`config.mk`:
```
export PLATFORM = sky130hd
export DESIGN_NAME = instr_loader
export DESIGN_NICKNAME = d
export VERILOG_FILES = /design/src/rtl/instr_loader_pkg.sv /design/src/rtl/instr_loader_cksum.sv /design/src/rtl/instr_loader.sv
export SDC_FILE = /design/constraint.sdc
export NUM_CORES = 1
export LEC_CHECK = 0
export ABC_CLOCK_PERIOD_IN_PS = 2000
export BUFFER_PORTS_ARGS = -buffer_cell sky130_fd_sc_hd__buf_2
export CAP_MARGIN = 20
export CORE_MARGIN = 2
export CORE_UTILIZATION = 48
export DETAILED_ROUTE_END_ITERATION = 8
export GPL_ROUTABILITY_DRIVEN = 0
export PLACE_DENSITY_LB_ADDON = 0.3
export SLEW_MARGIN = 30
export SYNTH_ARGS = -nofsm -noshare
export SYNTH_HDL_FRONTEND = slang
export SYNTH_SLANG_ARGS = --single-unit
```
`constraint.sdc`:
```
create_clock -name clk -period 2 [get_ports clk]
set_input_delay 0.1 -clock clk [delete_from_list [all_inputs] [get_ports clk]]
set_output_delay 0.1 -clock clk [all_outputs]
set_load 0.005 [all_outputs]
```
`src/rtl/instr_loader_pkg.sv`:
```
// Shared types and default widths for the instruction loader.
package instr_loader_pkg;

  localparam int unsigned LDR_ADDR_W = 16;
  localparam int unsigned LDR_DATA_W = 9;
  localparam int unsigned LDR_LEN_W  = 16;

  typedef enum logic [1:0] {
    IDLE  = 2'd0,
    LOAD  = 2'd1,
    CHECK = 2'd2,
    DONE  = 2'd3
  } state_t;

endpackage

```
`src/rtl/instr_loader_cksum.sv`:
```
// XOR accumulator over the loaded instruction words; clear has priority over enable.
module loader_cksum #(
  parameter int unsigned DATA_W = 9
) (
  input  logic              clk,
  input  logic              reset,
  input  logic              clr,
  input  logic              en,
  input  logic [DATA_W-1:0] d,
  output logic [DATA_W-1:0] q
);

  always_ff @(posedge clk or posedge reset) begin
    if (reset)    q <= '0;
    else if (clr) q <= '0;
    else if (en)  q <= q ^ d;
  end

endmodule

```
`src/rtl/instr_loader.sv`:
```
// Streams instruction words into the writable instruction memory, holding the CPU in reset meanwhile.
// Define LOADER_CHECKSUM_EN to consume and verify a trailing XOR checksum word per load.
module instr_loader
  import instr_loader_pkg::*;
#(
  parameter int unsigned ADDR_W = LDR_ADDR_W,
  parameter int unsigned DATA_W = LDR_DATA_W,
  parameter int unsigned LEN_W  = LDR_LEN_W
) (
  input  logic              clk,
  input  logic              reset,
  input  logic              start,
  input  logic [ADDR_W-1:0] base_addr,
  input  logic [LEN_W-1:0]  length,
  input  logic              in_valid,
  input  logic [DATA_W-1:0] in_data,
  output logic              in_ready,
  output logic              wr_en,
  output logic [ADDR_W-1:0] wr_addr,
  output logic [DATA_W-1:0] wr_data,
  output logic              busy,
  output logic              done,
  output logic              err,
  output logic              cpu_hold
);

  state_t            state, state_nxt;
  logic [ADDR_W-1:0] ptr;
  logic [LEN_W-1:0]  cnt;
  logic              beat, data_beat, take_start, last;

  // Handshake decoded from registered state only, so in_valid never loops back to in_ready.
  assign in_ready   = (state == LOAD) || (state == CHECK);
  assign beat       = in_valid && in_ready;
  assign data_beat  = beat && (state == LOAD);
  assign take_start = start && ((state == IDLE) || (state == DONE));
  assign last       = (cnt == LEN_W'(1));

  assign busy     = in_ready;
  assign cpu_hold = in_ready;
  assign done     = (state == DONE);

  always_ff @(posedge clk or posedge reset) begin
    if (reset) state <= IDLE;
    else       state <= state_nxt;
  end

  always_comb begin
    state_nxt = state;
    unique case (state)
      IDLE, DONE: begin
        if (start) state_nxt = (length == '0) ? DONE : LOAD;
      end
      LOAD: begin
`ifdef LOADER_CHECKSUM_EN
        if (data_beat && last) state_nxt = CHECK;
`else
        if (data_beat && last) state_nxt = DONE;
`endif
      end
`ifdef LOADER_CHECKSUM_EN
      CHECK: begin
        if (beat) state_nxt = DONE;
      end
`endif
      default: state_nxt = IDLE;
    endcase
  end

  always_ff @(posedge clk or posedge reset) begin
    if (reset) begin
      ptr     <= '0;
      cnt     <= '0;
      wr_en   <= 1'b0;
      wr_addr <= '0;
      wr_data <= '0;
    end else begin
      wr_en <= data_beat;
      if (take_start) begin
        ptr <= base_addr;
        cnt <= length;
      end else if (data_beat) begin
        wr_addr <= ptr;
        wr_data <= in_data;
        ptr     <= ptr + ADDR_W'(1);
        cnt     <= cnt - LEN_W'(1);
      end
    end
  end

`ifdef LOADER_CHECKSUM_EN
  logic [DATA_W-1:0] cksum;
  logic              err_q;

  loader_cksum #(.DATA_W(DATA_W)) u_cksum (
    .clk   (clk),
    .reset (reset),
    .clr   (take_start),
    .en    (data_beat),
    .d     (in_data),
    .q     (cksum)
  );

  always_ff @(posedge clk or posedge reset) begin
    if (reset)                          err_q <= 1'b0;
    else if (take_start)                err_q <= 1'b0;
    else if (beat && (state == CHECK))  err_q <= (in_data != cksum);
  end

  assign err = err_q;
`else
  assign err = 1'b0;
`endif

endmodule

```
Word-level counts from Yosys, hierarchy flattened
Cells that the tools add are included.

Bits in registers: 60. Bits in latches: 0. Memory bits (writable): 0. ROM bits: 0. Input port bits: 45. Output and inout port bits: 31. Logic and storage cells: 35. Memories kept: 0.

$add $sub $neg: 2. Multipliers: 0. Div/mod/pow operators: 0. Magnitude comparators: 0. Eq/ne operators: 6. Shift operators: 0. Muxes and demuxes: 8. Bitwise gates (word level): 1. Reductions and logical operators: 12.

Operators by type and width (number): 16-bit two-way mux (4); 16-bit by 1-bit adder with 16-bit output (second input constant) (1); 16-bit by 1-bit == test with 1-bit output (second input constant) (1); 16-bit logical NOT (1); 16-bit by 1-bit subtractor with 16-bit output (second input constant) (1); 2-bit two-way mux (3); 2-bit == test (second input constant) (2); 1-bit logical AND (4); 2-bit one-hot mux with 2 select lines (1); 2-bit AND reduction (2); 2-bit by 1-bit == test with 1-bit output (second input constant) (1); 2-bit logical NOT (1); 1-bit logical OR (2); 2-bit by 1-bit != test with 1-bit output (second input constant) (1); 2-bit != test (second input constant) (1); 2-bit nonzero test (1); 2-bit OR reduction (1); 1-bit NOT (1).

Longest topological paths before layout
Word-level depth: 7. Mapped depth: 7. Mapped depth without buffers: 7.

Least setup slack after synthesis
No wires, ideal clock.

Kind: register to register. Start point: reg state[0]. End point: reg wr_addr[0]. Setup time: 0.128 ns. Arrival: 2.017 ns. Data required time: 1.872 ns. Setup slack: -0.145 ns. Stages on the path, launching flop included: 8. Buffers on the path: 2. Clock period less this slack: 2.145 ns. Path through: dfrtp_1 -> inv_1 -> ha_1 -> and2_1 -> clkbuf_1 -> nor2_1 -> buf_2 -> mux2_1.

Longest elaborated chain between the ends: 5. Elaborated cells on any way between the ends: 11. Those cells by class: eq/ne: 3; bitwise: 1; reduce/logical: 7.

RTL lines: start, declared (line instr_loader.sv:27) `state_t state, state_nxt;`; start signal, assigned (line instr_loader.sv:45) `else state <= state_nxt;`; 2-bit by 1-bit == test with 1-bit output, or another cell as far along (line instr_loader.sv:33, instr_loader.sv:35); 1-bit logical OR, on equally long branches (line instr_loader.sv:33, instr_loader.sv:36); 1-bit logical AND, on equally long branches (line instr_loader.sv:34, instr_loader.sv:36); 1-bit logical AND / 1-bit NOT (equally long branches); 2-bit AND reduction (no source line) (*); end signal, assigned (line instr_loader.sv:83) `wr_addr <= ptr;`; end, declared (line instr_loader.sv:19) `output logic [ADDR_W-1:0] wr_addr,`.

Every way passes the cells marked *; elsewhere a longest branch is shown, timed or not. A chain may end at the register's enable or synchronous reset.

Final worst setup path
Start point: reg cnt[10]. End point: reg cnt[13].

Longest elaborated chain between the ends: 3.

RTL lines: start, declared (line instr_loader.sv:29) `logic [LEN_W-1:0] cnt;`; start signal, assigned (line instr_loader.sv:81) `cnt <= length;`; start signal, assigned (line instr_loader.sv:86) `cnt <= cnt - LEN_W'(1);`; 16-bit by 1-bit subtractor with 16-bit output (line instr_loader.sv:86); 16-bit two-way mux (line instr_loader.sv:82) `end else if (data_beat) begin`; 16-bit two-way mux (line instr_loader.sv:79) `if (take_start) begin`.

Every way passes these cells. The select of a mux whose other input is x is not followed.

==> reports/summary.txt <==
CTS tree: yes
setup bufs post-CTS: 0
Critical R2R Capture: cnt[13]
fin crit period: 1.87 ns
Cell Pwr Density: 1360 nW/um2
drt total wl: 6880 um
RSZ-0062 raised after global routing: false
final hold viol count: 0
vias in the first global route: 2275
Synth-to-Final Area Change: 37.2%
# diodes: 0
peak supply drop: 0.000836 V
Post-synth EDFFs: 0
top_reg_cell synth: dfrtp_1
core area: 5960 um2
Yosys top cell by area: dfrtp_1
worst setup margin: 0.126 ns
# DRC: 0
commonest cells in the synthesized netlist: 60 x dfrtp_1, 41 x nand2_1, 25 x o21ai_1
CP Data Required Time: 2.26 ns
Initial DRT Pass Iterations: 4
Yosys warnings: 0
Die Area: 6830 um2
worst-path fanout max: 5
Yosys cell types: 38
Hold Slack: 0.0118 ns
via count of the routed design: 2540
reg-to-reg startpoint: cnt[10]
grt ovf: 0
run status: complete, no violations
worst min-delay path class: input port to flip-flop
Overall Global Routing Usage: 0.215
H-tree depth: 3
Seq cells post-synth: 60
DRT iter0 DRCs: 144
critical path startpoint category: flip-flop
Routed Antenna Nets: 0
Cell Area, Placed: 3480 um2
chip width: 82.7 um
crit path to: cnt[13]
final clock period utilization by the worst path: 0.937
max-cap violations: 0
leading post-synthesis cells by cell area: dfrtp_1 51%, mux2_1 8.7%, nand2_1 5.2%
critical path capture point type: flip-flop
FF-to-FF path depth: 4
IO Count: 76
Setup WS pre-CTS: 0.106 ns
Root Buffer: clkbuf_8
max frequency: 0.534 GHz
CTS Buf Count: 9
clk slew on worst S/H paths: 0.07 ns
Max Buffers Root-to-Sink: 2
fin area: 4070 um2
area of the multi-input gates: 1410 um2
critical path launch point: cnt[10]
post-synth top area share: 0.505
first-pass GRT wire length: 10800 um
fraction of layout cells with a size suffix above 1: 0.281
row count: 28
Worst EP arrival: 2.13 ns
Initial Util: 0.499
Syn Area/Cell: 10.3 um2
Fillers: 448
HPWL after DPL: 4730 um
share of synthesized registers carrying an async set or reset: 1.00
DR vias/cell: 5.25
Final Core Density: 0.684
Net count, final: 455
Port Buf Inserts: 74
initial antenna violation count: 0
flop-to-flop setup slack: 0.13 ns
final setup vio count: 0
routed len/inst: 14.2 um
largest net degree at the start of global routing: 61
Post-Syn Instances: 289
LEAKAGE: 1.83 nW
Die Ht: 82.7 um
Setup CP Type: flip-flop to flip-flop
final setup TNS: 0 ns
total power: 5.52 mW
Reg area: 1500 um2
total placed cells including tap cells: 435
Seq/Total Area, Yosys: 0.505
synthesized cell area: 2970 um2
most numerous cell in the Yosys netlist: dfrtp_1
clock sinks: 60
syn_nets: 340
Clock Skews: 0.00773 ns
post-route insts no fill: 484
fin. max-slew vios: 0
worst skew pair latency: 0.34 ns
## per-layer routing
layer	vias up	wire length [um]	track usage
met4	0	86	0.0705
met5	-	0	0
met3	12	496	0.0609
li1	1236	-	-
met2	97	3160	0.336
met1	1195	3140	0.288
## worst max-delay path: stages (launching register included)
cell       delay (ns)
dfrtp_1          0.42
or4_4            0.53
nand4bb_4        0.27
or4_1            0.41
a31oi_1          0.17
## cell type report
| class | count | area share |
|---|---|---|
| Tap cell | 75 | 0.0230 |
| Clock inverter | 3 | 0.0104 |
| Multi-Input combinational cell | 203 | 0.346 |
| Sequential cell | 60 | 0.369 |
| Inverter | 14 | 0.0129 |
| Timing Repair Buffer | 116 | 0.195 |
| Clock buffer | 13 | 0.0439 |
## sequential cells by signal, summed over array words and instances, names as in the netlist
signal / flops
ptr: 16
cnt: 16
wr_addr: 16
wr_en: 1
wr_data: 9
state: 2
## cell families (layout without fill, tap and decap cells)
| logic type | count (synthesis) | after routing | synth area share |
|---|---|---|---|
| flops | 60 | 60 | 0.505 |
| compound gates | 37 | 37 | 0.0691 |
| xor+xnor | 24 | 24 | 0.0708 |
| simple gates | 107 | 107 | 0.185 |
| mux | 28 | 28 | 0.105 |
| other cells | 1 | 1 | 0.00126 |
| fa+ha+maj | 6 | 6 | 0.0253 |
| buf+inv | 26 | 146 | 0.0375 |
## cells in the final DEF, fill, tap and decap left out, types with 2 or more instances in the layout
master,count
buf_4,7
or4_1,5
nand4_1,7
o21ai_1,25
mux2_1,23
nor3_1,5
ha_1,6
a21oi_1,2
mux2_2,3
dfrtp_1,60
nand3_1,7
xnor2_1,16
buf_12,2
inv_1,12
dlygate4sd3_1,33
buf_2,74
clkbuf_8,13
o211ai_1,2
nand2_1,41
a31oi_1,3
mux2i_1,2
nor2_1,17
inv_2,2
xor2_1,8
nor4_1,10
## how the worst min path moves through the flow
stage | start | endpoint | cells after the start | slack (ns)
after floorplan | length[15] | cnt[15] | 2 | 0.22
after global placement | reset | wr_data[4] | 3 | 0.19
after detailed placement | reset | wr_data[7] | 3 | 0.20
after CTS | length[5] | cnt[5] | 3 | 0.001
after global routing | length[5] | cnt[5] | 3 | 0.008
final | length[3] | cnt[3] | 3 | 0.01
## timing repair
| item | CTS | global route |
|---|---|---|
| hold buffers | 33 | 0 |
| gates resized for setup | 0 | 8 |
| hold endpoints to repair | 92 | 0 |
| endpoints found under the setup margin | 0 | 5 |
## where the power goes
group / internal [mW] / leakage (nW) / switching, mW
logic: 1.05 / 0.995 / 1.01
registers: 1.80 / 0.725 / 0.497
clock network: 0.709 / 0.112 / 0.459
total: 3.56 / 1.83 / 1.96
(Power assumes the default switching activity.)
